[config.mk]
export PLATFORM = sky130hd
export DESIGN_NAME = control_unit
export DESIGN_NICKNAME = d
export VERILOG_FILES = /design/src/rtl/cu_pkg.sv /design/src/rtl/control_unit_alu_decoder.sv /design/src/rtl/control_unit.sv
export SDC_FILE = /design/constraint.sdc
export NUM_CORES = 1
export LEC_CHECK = 0
export ABC_AREA = 0
export BUFFER_PORTS_ARGS = -buffer_cell sky130_fd_sc_hd__buf_2
export CAP_MARGIN = 20
export CORE_UTILIZATION = 44
export DETAILED_ROUTE_END_ITERATION = 10
export GPL_TIMING_DRIVEN = 0
export PLACE_DENSITY = 0.79
export SETUP_SLACK_MARGIN = 0.4
export SYNTH_ARGS = -nofsm -noshare
export SYNTH_HDL_FRONTEND = slang
export SYNTH_SLANG_ARGS = --single-unit
[constraint.sdc]
create_clock -name clk -period 2.3 [get_ports clk]
set_input_delay 0.23 -clock clk [delete_from_list [all_inputs] [get_ports clk]]
set_output_delay 0.23 -clock clk [all_outputs]
set_load 0.01 [all_outputs]
[src/rtl/cu_pkg.sv]
// rtl/cu_pkg.sv - shared encodings for the multicycle control unit (CU_MEM_WAIT_EN adds wait states)
package cu_pkg;

    typedef enum logic [4:0] {
        S_FETCH,
        S_DECODE,
        S_MEMADR,
        S_MEMREAD,
        S_MEMWB,
        S_MEMWRITE,
        S_EXECR,
        S_EXECI,
        S_ALUWB,
        S_JAL,
        S_JALR,
        S_JALR_PC,
        S_BRANCH,
        S_LUI,
        S_AUIPC,
        S_HALT
`ifdef CU_MEM_WAIT_EN
        ,
        S_FETCH_W,
        S_MEMREAD_W
`endif
    } state_t;

    typedef enum logic [3:0] {
        ALU_ADD  = 4'd0,
        ALU_SUB  = 4'd1,
        ALU_AND  = 4'd2,
        ALU_OR   = 4'd3,
        ALU_XOR  = 4'd4,
        ALU_SLT  = 4'd5,
        ALU_SLTU = 4'd6,
        ALU_SLL  = 4'd7,
        ALU_SRL  = 4'd8,
        ALU_SRA  = 4'd9
    } alu_ctrl_t;

    // Which funct interpretation the ALU decoder applies in the current state
    typedef enum logic [1:0] {
        CLASS_ADD    = 2'd0,
        CLASS_RTYPE  = 2'd1,
        CLASS_ITYPE  = 2'd2,
        CLASS_BRANCH = 2'd3
    } alu_class_t;

    localparam logic [6:0] OP_LOAD   = 7'b0000011;
    localparam logic [6:0] OP_STORE  = 7'b0100011;
    localparam logic [6:0] OP_RTYPE  = 7'b0110011;
    localparam logic [6:0] OP_ITYPE  = 7'b0010011;
    localparam logic [6:0] OP_JAL    = 7'b1101111;
    localparam logic [6:0] OP_JALR   = 7'b1100111;
    localparam logic [6:0] OP_BRANCH = 7'b1100011;
    localparam logic [6:0] OP_LUI    = 7'b0110111;
    localparam logic [6:0] OP_AUIPC  = 7'b0010111;

    localparam logic [1:0] SRC_A_PC    = 2'b00;
    localparam logic [1:0] SRC_A_OLDPC = 2'b01;
    localparam logic [1:0] SRC_A_RS1   = 2'b10;
    localparam logic [1:0] SRC_A_ZERO  = 2'b11;

    localparam logic [1:0] SRC_B_RS2   = 2'b00;
    localparam logic [1:0] SRC_B_IMM   = 2'b01;
    localparam logic [1:0] SRC_B_FOUR  = 2'b10;

    localparam logic [1:0] RES_ALUOUT  = 2'b00;
    localparam logic [1:0] RES_MEM     = 2'b01;
    localparam logic [1:0] RES_ALU     = 2'b10;

    localparam logic [2:0] IMM_I = 3'b000;
    localparam logic [2:0] IMM_S = 3'b001;
    localparam logic [2:0] IMM_B = 3'b010;
    localparam logic [2:0] IMM_J = 3'b011;
    localparam logic [2:0] IMM_U = 3'b100;

    // Immediate format implied by the opcode; I-format for anything without one
    function automatic logic [2:0] imm_type(input logic [6:0] op);
        case (op)
            OP_STORE:         imm_type = IMM_S;
            OP_BRANCH:        imm_type = IMM_B;
            OP_JAL:           imm_type = IMM_J;
            OP_LUI, OP_AUIPC: imm_type = IMM_U;
            default:          imm_type = IMM_I;
        endcase
    endfunction

endpackage

[src/rtl/control_unit_alu_decoder.sv]
// rtl/control_unit_alu_decoder.sv - maps op class and funct fields to an ALU operation
module alu_decoder
    import cu_pkg::*;
(
    input  alu_class_t alu_class,
    input  logic [2:0] funct3,
    input  logic       funct7_5,
    output alu_ctrl_t  alu_control
);

    // Branches compare via SUB/SLT/SLTU; R/I types follow funct3, with funct7[5] picking SUB/SRA
    always_comb begin
        alu_control = ALU_ADD;
        case (alu_class)
            CLASS_BRANCH: begin
                case (funct3[2:1])
                    2'b10:   alu_control = ALU_SLT;
                    2'b11:   alu_control = ALU_SLTU;
                    default: alu_control = ALU_SUB;
                endcase
            end
            CLASS_RTYPE, CLASS_ITYPE: begin
                case (funct3)
                    3'b000:  alu_control = (alu_class == CLASS_RTYPE && funct7_5) ? ALU_SUB : ALU_ADD;
                    3'b001:  alu_control = ALU_SLL;
                    3'b010:  alu_control = ALU_SLT;
                    3'b011:  alu_control = ALU_SLTU;
                    3'b100:  alu_control = ALU_XOR;
                    3'b101:  alu_control = funct7_5 ? ALU_SRA : ALU_SRL;
                    3'b110:  alu_control = ALU_OR;
                    default: alu_control = ALU_AND;
                endcase
            end
            default: alu_control = ALU_ADD;
        endcase
    end

endmodule

[src/rtl/control_unit.sv]
// rtl/control_unit.sv - multicycle RV32I control FSM (CU_MEM_WAIT_EN adds fetch/load wait states)
module control_unit
    import cu_pkg::*;
#(
    parameter bit HALT_ON_ILLEGAL = 1'b1
) (
    input  logic       clk,
    input  logic       reset,
    input  logic [6:0] op_code,
    input  logic [2:0] funct3,
    input  logic [6:0] funct7,
    input  logic       Zero,
    output logic       pc_write,
    output logic       adr_src,
    output logic       mem_write,
    output logic       IR_write,
    output logic       reg_write,
    output logic [1:0] result_src,
    output logic [1:0] alu_src_a,
    output logic [1:0] alu_src_b,
    output logic [2:0] imm_src,
    output logic [3:0] alu_control,
    output logic       illegal
);

    state_t     state;
    logic       illegal_q;
    alu_class_t alu_class;
    alu_ctrl_t  alu_op;
    logic       pc_write_en, mem_write_en, ir_write_en, reg_write_en;
    logic       branch_invert;
    logic       unused_funct7;

    assign unused_funct7 = ^{funct7[6], funct7[4:0]};

    // bne/blt/bltu take the branch when the compare result is non-zero
    assign branch_invert = funct3[2] ^ funct3[0];

    // State sequencing and the sticky illegal-opcode flag
    always_ff @(posedge clk or posedge reset) begin
        if (reset) begin
            state     <= S_FETCH;
            illegal_q <= 1'b0;
        end else begin
            case (state)
`ifdef CU_MEM_WAIT_EN
                S_FETCH:     state <= S_FETCH_W;
                S_FETCH_W:   state <= S_DECODE;
                S_MEMREAD:   state <= S_MEMREAD_W;
                S_MEMREAD_W: state <= S_MEMWB;
`else
                S_FETCH:     state <= S_DECODE;
                S_MEMREAD:   state <= S_MEMWB;
`endif
                S_DECODE: begin
                    case (op_code)
                        OP_LOAD, OP_STORE: state <= S_MEMADR;
                        OP_RTYPE:          state <= S_EXECR;
                        OP_ITYPE:          state <= S_EXECI;
                        OP_JAL:            state <= S_JAL;
                        OP_JALR:           state <= S_JALR;
                        OP_BRANCH:         state <= S_BRANCH;
                        OP_LUI:            state <= S_LUI;
                        OP_AUIPC:          state <= S_AUIPC;
                        default: begin
                            illegal_q <= 1'b1;
                            state     <= HALT_ON_ILLEGAL ? S_HALT : S_FETCH;
                        end
                    endcase
                end
                S_MEMADR:   state <= (op_code == OP_STORE) ? S_MEMWRITE : S_MEMREAD;
                S_MEMWB:    state <= S_FETCH;
                S_MEMWRITE: state <= S_FETCH;
                S_EXECR:    state <= S_ALUWB;
                S_EXECI:    state <= S_ALUWB;
                S_ALUWB:    state <= S_FETCH;
                S_JAL:      state <= S_ALUWB;
                S_JALR:     state <= S_JALR_PC;
                S_JALR_PC:  state <= S_ALUWB;
                S_BRANCH:   state <= S_FETCH;
                S_LUI:      state <= S_ALUWB;
                S_AUIPC:    state <= S_ALUWB;
                S_HALT:     state <= S_HALT;
                default:    state <= S_FETCH;
            endcase
        end
    end

    // Datapath controls decoded from the current state; unlisted states leave everything idle
    always_comb begin
        pc_write_en  = 1'b0;
        mem_write_en = 1'b0;
        ir_write_en  = 1'b0;
        reg_write_en = 1'b0;
        adr_src      = 1'b0;
        result_src   = RES_ALUOUT;
        alu_src_a    = SRC_A_PC;
        alu_src_b    = SRC_B_RS2;
        alu_class    = CLASS_ADD;
        case (state)
`ifdef CU_MEM_WAIT_EN
            S_FETCH_W: begin
`else
            S_FETCH: begin
`endif
                ir_write_en = 1'b1;
                pc_write_en = 1'b1;
                alu_src_b   = SRC_B_FOUR;
                result_src  = RES_ALU;
            end
            S_DECODE: begin
                alu_src_a = SRC_A_OLDPC;
                alu_src_b = SRC_B_IMM;
            end
            S_MEMADR, S_JALR: begin
                alu_src_a = SRC_A_RS1;
                alu_src_b = SRC_B_IMM;
            end
`ifdef CU_MEM_WAIT_EN
            S_MEMREAD, S_MEMREAD_W: adr_src = 1'b1;
`else
            S_MEMREAD: adr_src = 1'b1;
`endif
            S_MEMWB: begin
                result_src   = RES_MEM;
                reg_write_en = 1'b1;
            end
            S_MEMWRITE: begin
                adr_src      = 1'b1;
                mem_write_en = 1'b1;
            end
            S_EXECR: begin
                alu_src_a = SRC_A_RS1;
                alu_class = CLASS_RTYPE;
            end
            S_EXECI: begin
                alu_src_a = SRC_A_RS1;
                alu_src_b = SRC_B_IMM;
                alu_class = CLASS_ITYPE;
            end
            S_ALUWB: reg_write_en = 1'b1;
            S_JAL, S_JALR_PC: begin
                alu_src_a   = SRC_A_OLDPC;
                alu_src_b   = SRC_B_FOUR;
                pc_write_en = 1'b1;
            end
            S_BRANCH: begin
                alu_src_a   = SRC_A_RS1;
                alu_class   = CLASS_BRANCH;
                pc_write_en = Zero ^ branch_invert;
            end
            S_LUI: begin
                alu_src_a = SRC_A_ZERO;
                alu_src_b = SRC_B_IMM;
            end
            S_AUIPC: begin
                alu_src_a = SRC_A_OLDPC;
                alu_src_b = SRC_B_IMM;
            end
            default: ;
        endcase
    end

    alu_decoder u_alu_decoder (
        .alu_class   (alu_class),
        .funct3      (funct3),
        .funct7_5    (funct7[5]),
        .alu_control (alu_op)
    );

    // Reset overrides the state decode so no write fires while reset is held
    assign pc_write    = pc_write_en  & ~reset;
    assign mem_write   = mem_write_en & ~reset;
    assign IR_write    = ir_write_en  & ~reset;
    assign reg_write   = reg_write_en & ~reset;
    assign illegal     = illegal_q;
    assign imm_src     = imm_type(op_code);
    assign alu_control = alu_op;

endmodule

==> run metrics <==
status finished clean; row count 15; Logic pwr share 0.817; Area growth syn-to-layout 38.9%; Worst-Skew Late Latency 0.25 ns; vias in the first global route 946; startpoint types flop; relative slew slack 0.733; Yosys top cell area share 0.141; Via density 5.74; GRT Total Usage 0.264; post-synthesis sequential area ratio 0.141; R2R Setup Slk 0.82 ns; critical path depth 9; Seq cells post-synth 5; VDD IR max 0.580 mV; Final Util 0.685; Power Internal 722 uW; Max Transition Viols Final 0; ys async rst share 1.00; number of synthesis warnings 0; Routed WL 2.72 mm; Netlist cell types 43; RSZ-0062 raised after global routing yes; largest net degree at the start of global routing 11; first-pass GRT wire length 4.13 mm; CP Capture Type primary output; crit path max fanout 5; Worst-path clk slew 0.05 ns; Post-synth top flop dfrtp_1; Root Buffer clkbuf_4; Final Power 1.39 mW; crit path from state[3]; total negative setup slack 0 ns; Starting Density 0.493; Arr. time, crit path 1.94 ns; CP Class flop to primary output; Inst Count DP 180; RePlAce Congestion 0.840; FF-to-FF Start state[2]; drt pass-1 iters 4; Clock power frac 0.077; die height 46.9 um; n_diodes 0; Switching Share 0.482; most frequent cells after synthesis nor2_1 (10), inv_1 (9), nor3_1 (9); Post-synth EDFFs 0; Power Density 1130 mW/mm2; Final Critical Period 2.17 ns; Die Area 0.00220 mm2; syn avg cell area 7.11 um2; Buf/Inv on CP 3; Clock Tree Buf Depth 2; Worst setup endpoint alu_control[1]; wire length per cell 14.1 um; slowest stage delay, CP 0.41 ns; Reg-to-Reg End state[2]; clock sink count 5; gr ovfl total 0; top-count cell post-synth nor2_1; core area 0.00180 mm2; CTS buffer count 3; MaxCap Viol Count 0; Hold Vio Cnt, Final 0; initial drt markers 31; DRC viols 0; P_leak 0.577 nW; layout cells sized above 1 0.405; setup violators final 0; initial antenna violation count 0; CTS tree done; clk_skew 0.00316 ns; DIE WIDTH 46.9 um; I/O pin count 39; Via Count 1107; Crit path max-delay family flip-flops; sequential share of power 0.106; Mapped Cells 125; Slowest cell on crit path dfrtp_1; Worst-Margin Slew 0.398 ns; Syn Nets 148; remaining antenna violation count after routing 0; CP cell instances buf_6 > inv_4 > nand3_2 > o21ai_2 > nand2_2 > ha_4 > o32a_1 > nor2_1 > buf_2; FF-to-FF path depth 6; Tcrit/Tclk final 0.946; leading area contributor after synthesis dfrtp_1; Hold Path Class primary input to flop; Worst Path Required 2.07 ns; post-DP HPWL 1.74 mm; final non-filler cell total 193; Sw Pwr 672 uW; Synth area leaders dfrtp_1 (14%), buf_6 (6.3%), xnor2_1 (5.9%); Peak Freq 0.460 GHz; H-tree depth 1; Post-Syn Area 888 um2; port bufs 30; fin nets 192
[worst min path at each step]
stage,cells after the start,end,start,slack (ns)
after floorplan,1,illegal,reset,0.02
after CTS,3,state[0],op_code[5],0.31
after detailed placement,2,state[2],reset,0.18
after global placement,2,state[3],reset,0.17
after global routing,3,state[0],op_code[5],0.38
final,3,state[0],op_code[5],0.32
[repair_timing]
| action | CTS | global route |
|---|---|---|
| endpoints found under the setup margin | 4 | 4 |
| endpoints found under the hold margin | 5 | 0 |
| hold buffers | 1 | 0 |
| buffers inserted | 7 | 1 |
| pin swaps | 5 | 3 |
| resized for setup | 14 | 6 |
[logic make-up (layout without fill, tap and decap cells)]
kind of cell | Yosys count | count (layout) | synth area share
and+or+nand+nor | 55 | 55 | 0.335
AOI/OAI and AO/OA | 33 | 33 | 0.258
buffers and inverters | 20 | 63 | 0.134
xor gates and xnor gates | 8 | 8 | 0.0789
DFF | 5 | 5 | 0.141
adders and majority gates | 3 | 3 | 0.0423
muxes | 1 | 1 | 0.0113
[registers in the layout, summed over array words and instances (netlist names)]
| name | flops |
|---|---|
| state | 4 |
| illegal | 1 |
[stage by stage]
| step | hold slack [ns] | area (um2) | worst slack [ns] |
|---|---|---|---|
| final | 0.321 | 1230 | 0.125 |
| after global routing | 0.384 | 1230 | 0.0579 |
| after CTS | 0.312 | 1200 | 0.196 |
| after detailed placement | 0.183 | 1070 | 0.184 |
| after global placement | 0.173 | 1070 | 0.232 |
| after floorplan | 0.0169 | 888 | 0.401 |
[power by group through the flow]
stage / Sequential (mW) / Clock [mW] / Combinational [mW]
2_1_floorplan: 0.143 / 0 / 0.676
3_3_place_gp: 0.145 / 0 / 0.880
3_5_place_dp: 0.149 / 0 / 0.895
4_1_cts: 0.145 / 0.106 / 1.04
5_1_grt: 0.150 / 0.110 / 1.23
6_report: 0.148 / 0.107 / 1.14
[metal layers]
metal | track usage | vias up | part of all wire
li1 | - | 533 | -
met1 | 0.314 | 502 | 0.42
met2 | 0.461 | 57 | 0.49
met3 | 0.0385 | 15 | 0.050
met4 | 0.131 | 0 | 0.036
met5 | 0 | - | 0
[cell usage in the layout, fill, tap and decap left out, types with 4 or more instances in the layout]
master | synthesis | final
dfrtp_1 | 5 | 5
nor3_1 | 9 | 9
nand2b_1 | 7 | 6
nand2_1 | 8 | 6
xnor2_1 | 6 | 6
nor2_1 | 10 | 10
o21ai_0 | 7 | 6
buf_4 | 0 | 8
buf_6 | 5 | 7
nor2b_1 | 4 | 4
buf_2 | 5 | 34
inv_1 | 9 | 7
a21oi_1 | 6 | 6
[cell type report]
| class | instances | area (um2) |
|---|---|---|
| multi-input combinational | 100 | 696 |
| fill | 154 | 568 |
| timing repair buffer | 39 | 224 |
| sequential | 5 | 125 |
| buffer | 11 | 95.1 |
| inverter | 9 | 36.3 |
| tap | 25 | 31.3 |
| clock buffer | 4 | 26.3 |
[worst min-delay path, delay by kind of cell]
family,cells,cell delay [ns]
compound gates,1,0.12
simple gates,1,0.09
buf+inv,1,0.09
No activity file was read; power rests on OpenSTA's default activity.
